**config.mk**
```make
export PLATFORM = sky130hd
export DESIGN_NAME = cordic_phase_sequencer
export DESIGN_NICKNAME = d
export VERILOG_FILES = /design/src/rtl/cordic_phase_sequencer.sv
export SDC_FILE = /design/constraint.sdc
export NUM_CORES = 1
export LEC_CHECK = 0
export ABC_AREA = 1
export CORE_MARGIN = 3
export CORE_UTILIZATION = 28
export CTS_BUF_LIST = sky130_fd_sc_hd__clkbuf_8
export DETAILED_ROUTE_END_ITERATION = 8
export PLACE_DENSITY = 0.44
export SYNTH_ARGS = -nofsm -noshare
export SYNTH_HDL_FRONTEND = slang
export SYNTH_SLANG_ARGS = --single-unit
```
**constraint.sdc**
```tcl
create_clock -name clk -period 2.32 [get_ports clk]
set_clock_uncertainty 0.15 [all_clocks]
set_input_delay 0.232 -clock clk [delete_from_list [all_inputs] [get_ports clk]]
set_output_delay 0.232 -clock clk [all_outputs]
set_load 0.05 [all_outputs]
```
**src/rtl/cordic_phase_sequencer.sv**
```systemverilog
// Phase-accumulator front end for the iterative CORDIC core: issues folded theta samples and flags result timing.
// Optional `CORDIC_SEQ_ABORT_EN` adds an abort input that ends a run early.
module cordic_phase_sequencer #(
   parameter int PHASE_W    = 16,
   parameter int CORDIC_LAT = 16,
   parameter int CNT_W      = 16
) (
   input  logic               clk,
   input  logic               reset,
   input  logic               start,
   input  logic [PHASE_W-1:0] phase_start,
   input  logic [PHASE_W-1:0] phase_inc,
   input  logic [CNT_W-1:0]   num_samples,
`ifdef CORDIC_SEQ_ABORT_EN
   input  logic               abort,
`endif
   output logic [PHASE_W-1:0] theta,
   output logic               theta_valid,
   output logic               cos_neg,
   output logic               res_valid,
   output logic               busy,
   output logic               done
);

   localparam int LAT_W = (CORDIC_LAT > 1) ? $clog2(CORDIC_LAT) : 1;
   localparam logic [LAT_W-1:0] LAT_LOAD = LAT_W'(CORDIC_LAT - 1);

   typedef enum logic [1:0] {
      S_IDLE,
      S_ISSUE,
      S_WAIT,
      S_FINISH
   } state_t;

   state_t             state_q, state_d;
   logic [PHASE_W-1:0] acc_q, acc_d;
   logic [PHASE_W-1:0] inc_q, inc_d;
   logic [CNT_W-1:0]   num_q, num_d;
   logic [CNT_W-1:0]   issued_q, issued_d;
   logic [LAT_W-1:0]   lat_q, lat_d;
   logic [PHASE_W-1:0] theta_q, theta_d;
   logic               cos_neg_q, cos_neg_d;
   logic               theta_valid_q, theta_valid_d;
   logic               res_valid_q, res_valid_d;
   logic               busy_q, busy_d;
   logic               done_q, done_d;
   logic               abort_req;
   logic [PHASE_W-1:0] next_phase;

`ifdef CORDIC_SEQ_ABORT_EN
   assign abort_req = abort;
`else
   assign abort_req = 1'b0;
`endif

   // Quadrants 1 and 2 are reflected about 90 deg into [-90,+90]; cosine then changes sign.
   function automatic logic [PHASE_W:0] fold(input logic [PHASE_W-1:0] p);
      logic [PHASE_W-1:0] half;
      logic [1:0]         quad;
      half = {1'b1, {(PHASE_W-1){1'b0}}};
      quad = p[PHASE_W-1 -: 2];
      if (quad == 2'b01 || quad == 2'b10)
         return {1'b1, half - p};
      else
         return {1'b0, p};
   endfunction

   assign next_phase = acc_q + inc_q;

   always_comb begin
      state_d       = state_q;
      acc_d         = acc_q;
      inc_d         = inc_q;
      num_d         = num_q;
      issued_d      = issued_q;
      lat_d         = lat_q;
      theta_d       = theta_q;
      cos_neg_d     = cos_neg_q;
      busy_d        = busy_q;
      theta_valid_d = 1'b0;
      res_valid_d   = 1'b0;
      done_d        = 1'b0;

      unique case (state_q)
         S_IDLE: begin
            if (start) begin
               acc_d  = phase_start;
               inc_d  = phase_inc;
               num_d  = num_samples;
               busy_d = 1'b1;
               if (num_samples == '0) begin
                  state_d = S_FINISH;
                  done_d  = 1'b1;
               end else begin
                  state_d                = S_ISSUE;
                  theta_valid_d          = 1'b1;
                  {cos_neg_d, theta_d}   = fold(phase_start);
                  issued_d               = CNT_W'(1);
               end
            end
         end
         S_ISSUE: begin
            if (abort_req) begin
               state_d = S_FINISH;
               done_d  = 1'b1;
            end else begin
               state_d     = S_WAIT;
               lat_d       = LAT_LOAD;
               res_valid_d = (CORDIC_LAT == 1);
            end
         end
         S_WAIT: begin
            if (abort_req) begin
               state_d = S_FINISH;
               done_d  = 1'b1;
            end else if (lat_q == '0) begin
               if (issued_q == num_q) begin
                  state_d = S_FINISH;
                  done_d  = 1'b1;
               end else begin
                  state_d              = S_ISSUE;
                  acc_d                = next_phase;
                  {cos_neg_d, theta_d} = fold(next_phase);
                  theta_valid_d        = 1'b1;
                  issued_d             = issued_q + CNT_W'(1);
               end
            end else begin
               lat_d       = lat_q - LAT_W'(1);
               // res_valid is registered, so it is raised one cycle ahead of the counter hitting zero.
               res_valid_d = (lat_q == LAT_W'(1));
            end
         end
         S_FINISH: begin
            state_d = S_IDLE;
            busy_d  = 1'b0;
         end
         default: state_d = S_IDLE;
      endcase
   end

   always_ff @(posedge clk) begin
      if (reset) begin
         state_q       <= S_IDLE;
         acc_q         <= '0;
         inc_q         <= '0;
         num_q         <= '0;
         issued_q      <= '0;
         lat_q         <= '0;
         theta_q       <= '0;
         cos_neg_q     <= 1'b0;
         theta_valid_q <= 1'b0;
         res_valid_q   <= 1'b0;
         busy_q        <= 1'b0;
         done_q        <= 1'b0;
      end else begin
         state_q       <= state_d;
         acc_q         <= acc_d;
         inc_q         <= inc_d;
         num_q         <= num_d;
         issued_q      <= issued_d;
         lat_q         <= lat_d;
         theta_q       <= theta_d;
         cos_neg_q     <= cos_neg_d;
         theta_valid_q <= theta_valid_d;
         res_valid_q   <= res_valid_d;
         busy_q        <= busy_d;
         done_q        <= done_d;
      end
   end

   assign theta       = theta_q;
   assign cos_neg     = cos_neg_q;
   assign theta_valid = theta_valid_q;
   assign res_valid   = res_valid_q;
   assign busy        = busy_q;
   assign done        = done_q;

endmodule

```
==> results of run 1 <==
-- kinds of logic after synthesis --
| family | synth area share |
|---|---|
| buffers and inverters | 0.1075 |
| AND/OR/NAND/NOR | 0.3324 |
| flip-flops | 0.3081 |
| XOR/XNOR | 0.04740 |
| AO/OA/AOI/OAI | 0.1589 |
| adder cells (fa/ha/maj) | 0.04570 |
-- path summary, 6_finish.rpt --
path	startpoint	to	slack, ns
max	inc_q[0]	theta[3]	-0.01
min	phase_inc[7]	inc_q[7]	0.31
max reg2reg	inc_q[0]	theta[3]	-0.01
min reg2reg	inc_q[2]	inc_q[2]	0.35
-- placed cells by master (no fill, tap or decap), types with 23 or more instances in the layout --
| cell type | instances |
|---|---|
| nand2_2 | 23 |
| buf_4 | 99 |
| o21ai_0 | 66 |
| nand2_1 | 175 |
| nand3_1 | 50 |
| clkdlybuf4s50_1 | 71 |
| xor2_1 | 24 |
| a21oi_1 | 73 |
| nor2_1 | 104 |
| dfxtp_1 | 86 |
| inv_1 | 107 |
-- state kept, by name, summed over array words and instances, names as in the netlist --
signal	cells
issued_q	16
state_q	2
inc_q	16
cos_neg	1
theta_valid	1
busy	1
num_q	16
lat_q	4
acc_q	16
done	1
theta	16
res_valid	1
-- through the flow --
| step | util | worst slack, ns | setup TNS (ns) |
|---|---|---|---|
| after floorplan | - | 0.04687 | 0 |
| after global placement | 0.3673 | -0.2265 | -1.774 |
| after detailed placement | 0.3673 | -0.2774 | -2.893 |
| after CTS | 0.3846 | -0.1076 | -1.090 |
| after global routing | 0.3999 | -0.1576 | -1.536 |
| final | 0.3999 | -0.01138 | -0.01138 |
-- timing repair --
item                                    4_1_cts  5_1_grt
pin swaps                                    16       21
endpoints found under the setup margin       17       21
gates cloned                                  2        0
setup buffers                                 4        0
gates resized for setup                      27       64
-- final cells by class --
| cell class | count | area (sq um) |
|---|---|---|
| Clock inverter | 6 | 72.57 |
| Tap cell | 270 | 337.8 |
| Fill cell | 2194 | 12300 |
| Clock buffer | 10 | 137.6 |
| Multi-Input combinational cell | 673 | 3872 |
| Inverter | 116 | 442.9 |
| Timing Repair Buffer | 173 | 1505 |
| Sequential cell | 91 | 1828 |
-- routing by layer --
metal / part of all wire / wire length (microns)
met3: 0.025 / 495
met4: 0.0070 / 139
met2: 0.53 / 10450
met1: 0.44 / 8640
met5: 0 / 0
-- worst max-delay path: cells and delay by family, from the launching register on --
family / cells / cell delay [ns]
AO/OA/AOI/OAI: 1 / 0.15
flip-flops: 1 / 0.35
buffers and inverters: 3 / 0.21
AND/OR/NAND/NOR: 11 / 0.86
adder cells (fa/ha/maj): 2 / 0.53
-- power breakdown --
part	internal, mW	switching [mW]	total (mW)
sequential	1.71	0.132	1.84
combinational	0.920	1.25	2.17
clock	0.541	0.649	1.19
==> impl_results.md, run 1 <==
* Placement row count at 52
* Worst setup EP type: register
* Antenna violation net count after detailed routing at 0
* Total power at between 5 and 6 mW
* Clock buffers created by TritonCTS at 9
* Hold Fails Final Rpt at 0
* TritonCTS clock tree: yes
* Synth Cell Area at 5913 sq um
* GRT Total Usage at 0.1741
* Number of cells on the worst hold path at 3
* Area leader, netlist: dfxtp_1
* Cell count after synthesis at just over 900
* Setup repair after global routing missed its margin: yes
* Most common cell type on the critical path: nand2_4
* DRT Pass-1 Iters at 4
* Total core area at 20490 sq um
* Number of buffers inserted for hold repair after clock tree synthesis at 0
* Cell Count Post-Placement at between 1000 and 1500
* Final std cells w/o fill at 1339
* Critical path peak fanout at 3
* Slew @ Worst Pin at between 0.5 and 0.6 ns
* Top post-synthesis cells by area: dfxtp_1 31%, nand2_1 12%, nor2_1 7.2%
* Number of antenna violations at the first check in global routing at 0
* Met3 usage at 0.03262
* Clock sink count at approximately 90
* Bufs on Longest Clock Path at 2
* Ratio of total power to cell area at 635.0 nW/um^2
* Clock root buffer: clkbuf_8
* Area after DPL at 7527 sq um
* Most instantiated cells after synthesis: 194 x nand2_1, 113 x nor2_1, 110 x inv_1
* Worst ir drop on vdd at approximately 0.00025 V
* Wire length of the first global-routing pass at 30930 microns
* DRC errors left at 0
* CP max-delay cell: fa_2
* Overall die height at between 150 and 200 microns
* Top-count cell post-synth: nand2_1
* Required time at the endpoint of the critical path at about 2.5 ns
* Total gr overflow at 0
* Global-route layer with the greatest usage: met2
* Initial cell density of the core at 0.2885
* Max-cap violations at 0
* Peak clock frequency supported by timing at about 430 MHz
* Data arrival time of the critical path at about 2.5 ns
* Static leakage power at 3.660 nW
* Share of the clock period used by the worst path at 1.005
* Total Die Area at between 20000 and 25000 sq um
* Number of flops mapped to enable cells by yosys at 0
* Warning count from the yosys run at 0
* Distinct cell type count of the synthesized netlist at 43
* Clk slew on worst S/H paths at ~0.1 ns
* Hold/Removal Path Class: in -> reg
* Final HPWL from detailed placement at 15290 microns
* Worst Reg-to-Reg Cells at 17
* Weighted congestion at the end of routability-driven global placement at 0.8232
* Routing usage on met1 at 0.2091
* Final layout net count at around 1100
* Met2 track utilization from global routing at 0.3259
* Post-synth ARST share at 0
* Antenna fix cells at 0
* Total number of vias at approximately 6200
* PortBufs at 71
* Proportion of netlist area held by the largest area contributor at 0.3081
* Register area share after synthesis at 0.3081
* Via count of the first global-routing pass at a little over 6000
* Clock latency on the worst-skew pair at just under 0.4 ns
* Delay of the slowest critical-path stage at between 0.3 and 0.4 ns
* Depth of the CTS H-tree at 3
* Relative max-transition margin at 0.6464
* Maximum number of pins on one net before global-route repair at 46
* Worst setup path category: reg -> reg
* Sequence of cells on the critical path: ha_4, fa_2, nand2_2, nand2_4, nand3_4, nand2_4, nand2_4, nand3_4, nand2_4, inv_4, buf_6, nand2_4, nand2_4, o21bai_1, nand3_1, nand2_1, inv_1
* Worst setup margin at -0.01138 ns
* Count of pins on the block boundary at between 70 and 80
* Synth Flop Type: dfxtp_1
* DR WL/cell at roughly 15 microns
* Width of the die at 151.3 microns
* Detail-routed via count per cell at 4.634
* Avg Cell Area, Syn at between 6 and 7 sq um
* Post-Route Hold Slack at between 0.3 and 0.4 ns
* Post-synthesis net count at between 900 and 1000
* Kind of launch point of the worst setup path: register
* Layout cells sized above 1 at 0.2123
* Area added between synthesis and finish at 38.62%
* # setup viols final at 1
* Number of max-slew violations in the final report at 0
* Post-layout minimum cycle time at about 2.3 ns
* Total Wirelength at approximately 20000 microns
* Layout Cell Area excl Fill at just over 8000 sq um
* Failing checks: negative setup slack
* Number of violations reported at the end of detailed-routing iteration 0 at about 260
* Run status: complete, but fails checks
* Flops & latches, synth at 91
No activity file was read; power rests on OpenSTA's default activity.
==> run 2, diff against run 1 <==
--- a/config.mk
+++ b/config.mk
@@ -9,6 +9,7 @@
 export CORE_MARGIN = 3
 export CORE_UTILIZATION = 28
 export CTS_BUF_LIST = sky130_fd_sc_hd__clkbuf_8
+export CTS_CLUSTER_SIZE = 40
 export DETAILED_ROUTE_END_ITERATION = 8
 export PLACE_DENSITY = 0.44
 export SYNTH_ARGS = -nofsm -noshare
==> results of run 2 <==
The final DEF is identical to that of run 1; final timing and power are the same.
==> run 3, diff against run 2 <==
--- a/config.mk
+++ b/config.mk
@@ -11,6 +11,7 @@
 export CTS_BUF_LIST = sky130_fd_sc_hd__clkbuf_8
 export CTS_CLUSTER_SIZE = 40
 export DETAILED_ROUTE_END_ITERATION = 8
+export MAX_ROUTING_LAYER = met4
 export PLACE_DENSITY = 0.44
 export SYNTH_ARGS = -nofsm -noshare
 export SYNTH_HDL_FRONTEND = slang
==> impl_results.md, run 3 (synthesized netlist as in run 1, its figures left out) <==
* Post-Route Hold Slack at 0.3027 ns (was 0.3054 ns)
* # setup viols final at 1 (unchanged)
* Width of the die at 151.3 microns (unchanged)
* Final cell utilization of the core at 0.3998 (was 0.3999)
* Internal portion of total power at 3.171 mW (about the same)
* DRT Pass-1 Iters at 4 (unchanged)
* Placement row count at 52 (unchanged)
* Relative max-transition margin at 0.6454 (was 0.6464)
* Wire length of the first global-routing pass at 30990 microns (was 30930 microns)
* Worst ir drop on vdd at 0.0002510 V (was 0.0002506 V)
* Most common cell type on the critical path: nand2_4 (unchanged)
* Critical path peak fanout at 3 (unchanged)
* Final layout net count at 1136 (unchanged)
* TritonCTS clock tree: yes (unchanged)
* Static leakage power at 3.658 nW (was 3.660 nW)
* Depth of the CTS H-tree at 3 (unchanged)
* Max-cap violations at 0 (unchanged)
* Worst setup path category: reg -> reg (unchanged)
* Overall die height at 151.3 microns (unchanged)
* Clk slew on worst S/H paths at 0.10 ns (about the same)
* Setup repair after global routing missed its margin: yes (unchanged)
* Total power at 5.207 mW (was 5.205 mW)
* Hold/Removal Path Class: in -> reg (unchanged)
* Most common cell after layout, fill and taps aside: nand2_1 (unchanged)
* Clock sink count at 91 (unchanged)
* Switch Pwr at 2.036 mW (was 2.033 mW)
* Worst setup EP type: register (unchanged)
* CP max-delay cell: fa_2 (unchanged)
* Data arrival time of the critical path at 2.48 ns (about the same)
* Peak clock frequency supported by timing at 428.4 MHz (was 428.9 MHz)
* Number of antenna violations at the first check in global routing at 0 (unchanged)
* Area added between synthesis and finish at 38.55% (was 38.62%)
* Ratio of total power to cell area at 635.5 nW/um^2 (was 635.0 nW/um^2)
* Clock root buffer: clkbuf_8 (unchanged)
* Total Die Area at 22900 sq um (unchanged)
* Number of max-slew violations in the final report at 0 (unchanged)
* Via count of the first global-routing pass at 6040 (was 6047)
* Initial cell density of the core at 0.2885 (unchanged)
* Final HPWL from detailed placement at 15290 microns (unchanged)
* GRT Total Usage at 0.1794 (was 0.1741)
* Detail-routed via count per cell at 4.628 (was 4.634)
* Share of power burned in combinational logic at 0.416 (was 0.417)
* Switching share of power at 0.3910 (was 0.3907)
* Sequence of cells on the critical path: ha_4, fa_2, nand2_2, nand2_4, nand3_4, nand2_4, nand2_4, nand3_4, nand2_4, inv_4, buf_6, nand2_4, nand2_4, o21bai_1, nand3_1, nand2_1, inv_1 (unchanged)
* Top library cells by usage in the layout, fill and taps aside: 175 x nand2_1, 107 x inv_1, 104 x nor2_1 (unchanged)
* FILL cells at 2193 (was 2194)
* Clock buffers created by TritonCTS at 9 (unchanged)
* Count of pins on the block boundary at 72 (unchanged)
* Weighted congestion at the end of routability-driven global placement at 0.8356 (was 0.8232)
* Total Wirelength at 19630 microns (was 19720 microns)
* Run status: complete, but fails checks (unchanged)
* Antenna fix cells at 0 (unchanged)
* Required time at the endpoint of the critical path at 2.47 ns (about the same)
* Failing checks: negative setup slack (unchanged)
* Worst slack, placed at -0.2774 ns (unchanged)
* Number of violations reported at the end of detailed-routing iteration 0 at 274 (was 263)
* Total number of vias at 6197 (was 6205)
* Worst setup margin at -0.01426 ns (was -0.01138 ns)
* Total gr overflow at 0 (unchanged)
* Count of buffering cells on the critical path with inverters included at 3 (unchanged)
* DR WL/cell at 14.66 microns (was 14.73 microns)
* Clock latency on the worst-skew pair at 0.39 ns (about the same)
* Kind of launch point of the worst setup path: register (unchanged)
* DRC errors left at 0 (unchanged)
* Antenna violation net count after detailed routing at 0 (unchanged)
* Bufs on Longest Clock Path at 2 (unchanged)
* Share of the clock period used by the worst path at 1.006 (was 1.005)
* Maximum number of pins on one net before global-route repair at 46 (unchanged)
* Total core area at 20490 sq um (unchanged)
* Cell class contributing the biggest share of worst-path delay: simple AND/OR/NAND/NOR gates (unchanged)
* Hold Fails Final Rpt at 0 (unchanged)
* Clock network power share at 0.230 (was 0.229)
* Sum of negative setup slack at -0.01426 ns (was -0.01138 ns)
* Delay of the slowest critical-path stage at 0.37 ns (about the same)
* Layout cells sized above 1 at 0.2123 (unchanged)
* Slew @ Worst Pin at 0.5302 ns (was 0.5267 ns)
* PortBufs at 71 (unchanged)
* Post-layout minimum cycle time at 2.334 ns (was 2.331 ns)
* Part of the total power dissipated in sequential elements at 0.354 (about the same)
## run 3: cell counts in the layout (fill, tap and decap cells not counted)
No cell type changed its count.
## run 3: worst min-delay path, stage by stage
cell and delay (ns):
clkdlybuf4s50_1 0.39, o21ai_0 0.15, nor2_1 0.04
## run 3: what timing repair did
item / in CTS / in global routing
cloned: 2 / 0
hold buffers: 0 / 0
setup endpoints to repair: 17 / 20
gates resized for setup: 27 / 64
pin swaps: 16 / 21
setup buffers: 4 / 0
## run 3: worst paths after layout
kind                 from        end  slack [ns]  cells past startpoint
min reg2reg      lat_q[3]  res_valid        0.34                      1
max reg2reg      inc_q[0]   theta[3]       -0.01                     17
min          phase_inc[7]   inc_q[7]        0.30                      3
max              inc_q[0]   theta[3]       -0.01                     17
## run 3: layout make-up
| type | count | area (sq um) | share of cell area |
|---|---|---|---|
| Clock buffer | 10 | 137.6 | 0.01680 |
| Clock inverter | 6 | 72.57 | 0.008858 |
| Inverter | 116 | 442.9 | 0.05406 |
| Multi-Input combinational cell | 673 | 3867 | 0.4721 |
| Sequential cell | 91 | 1829 | 0.2233 |
| Tap cell | 270 | 337.8 | 0.04123 |
| Timing Repair Buffer | 173 | 1505 | 0.1837 |
## run 3: routing by layer
metal | part of all wire | vias to the layer above | GRT usage
li1 | - | 3280 | -
met1 | 0.44 | 2841 | 0.2100
met2 | 0.53 | 65 | 0.3270
met3 | 0.024 | 11 | 0.03142
met4 | 0.0077 | 0 | 0.02675
met5 | 0 | - | -
## run 3: stage by stage
step | instances | cell area [sq um]
after CTS | 1339 | 7883
after global placement | 1317 | 7527
after global routing | 1339 | 8193
final | 1339 | 8193
after detailed placement | 1317 | 7527
after floorplan | 911 | 5913
## run 3: power groups by stage
stage / sequential [mW] / combinational (mW) / clock (mW)
global route: 1.86 / 2.40 / 1.30
global placement: 1.86 / 1.91 / 0
CTS: 1.83 / 2.02 / 1.24
finish: 1.84 / 2.17 / 1.20
detailed placement: 1.86 / 1.91 / 0
floorplan: 1.96 / 1.05 / 0
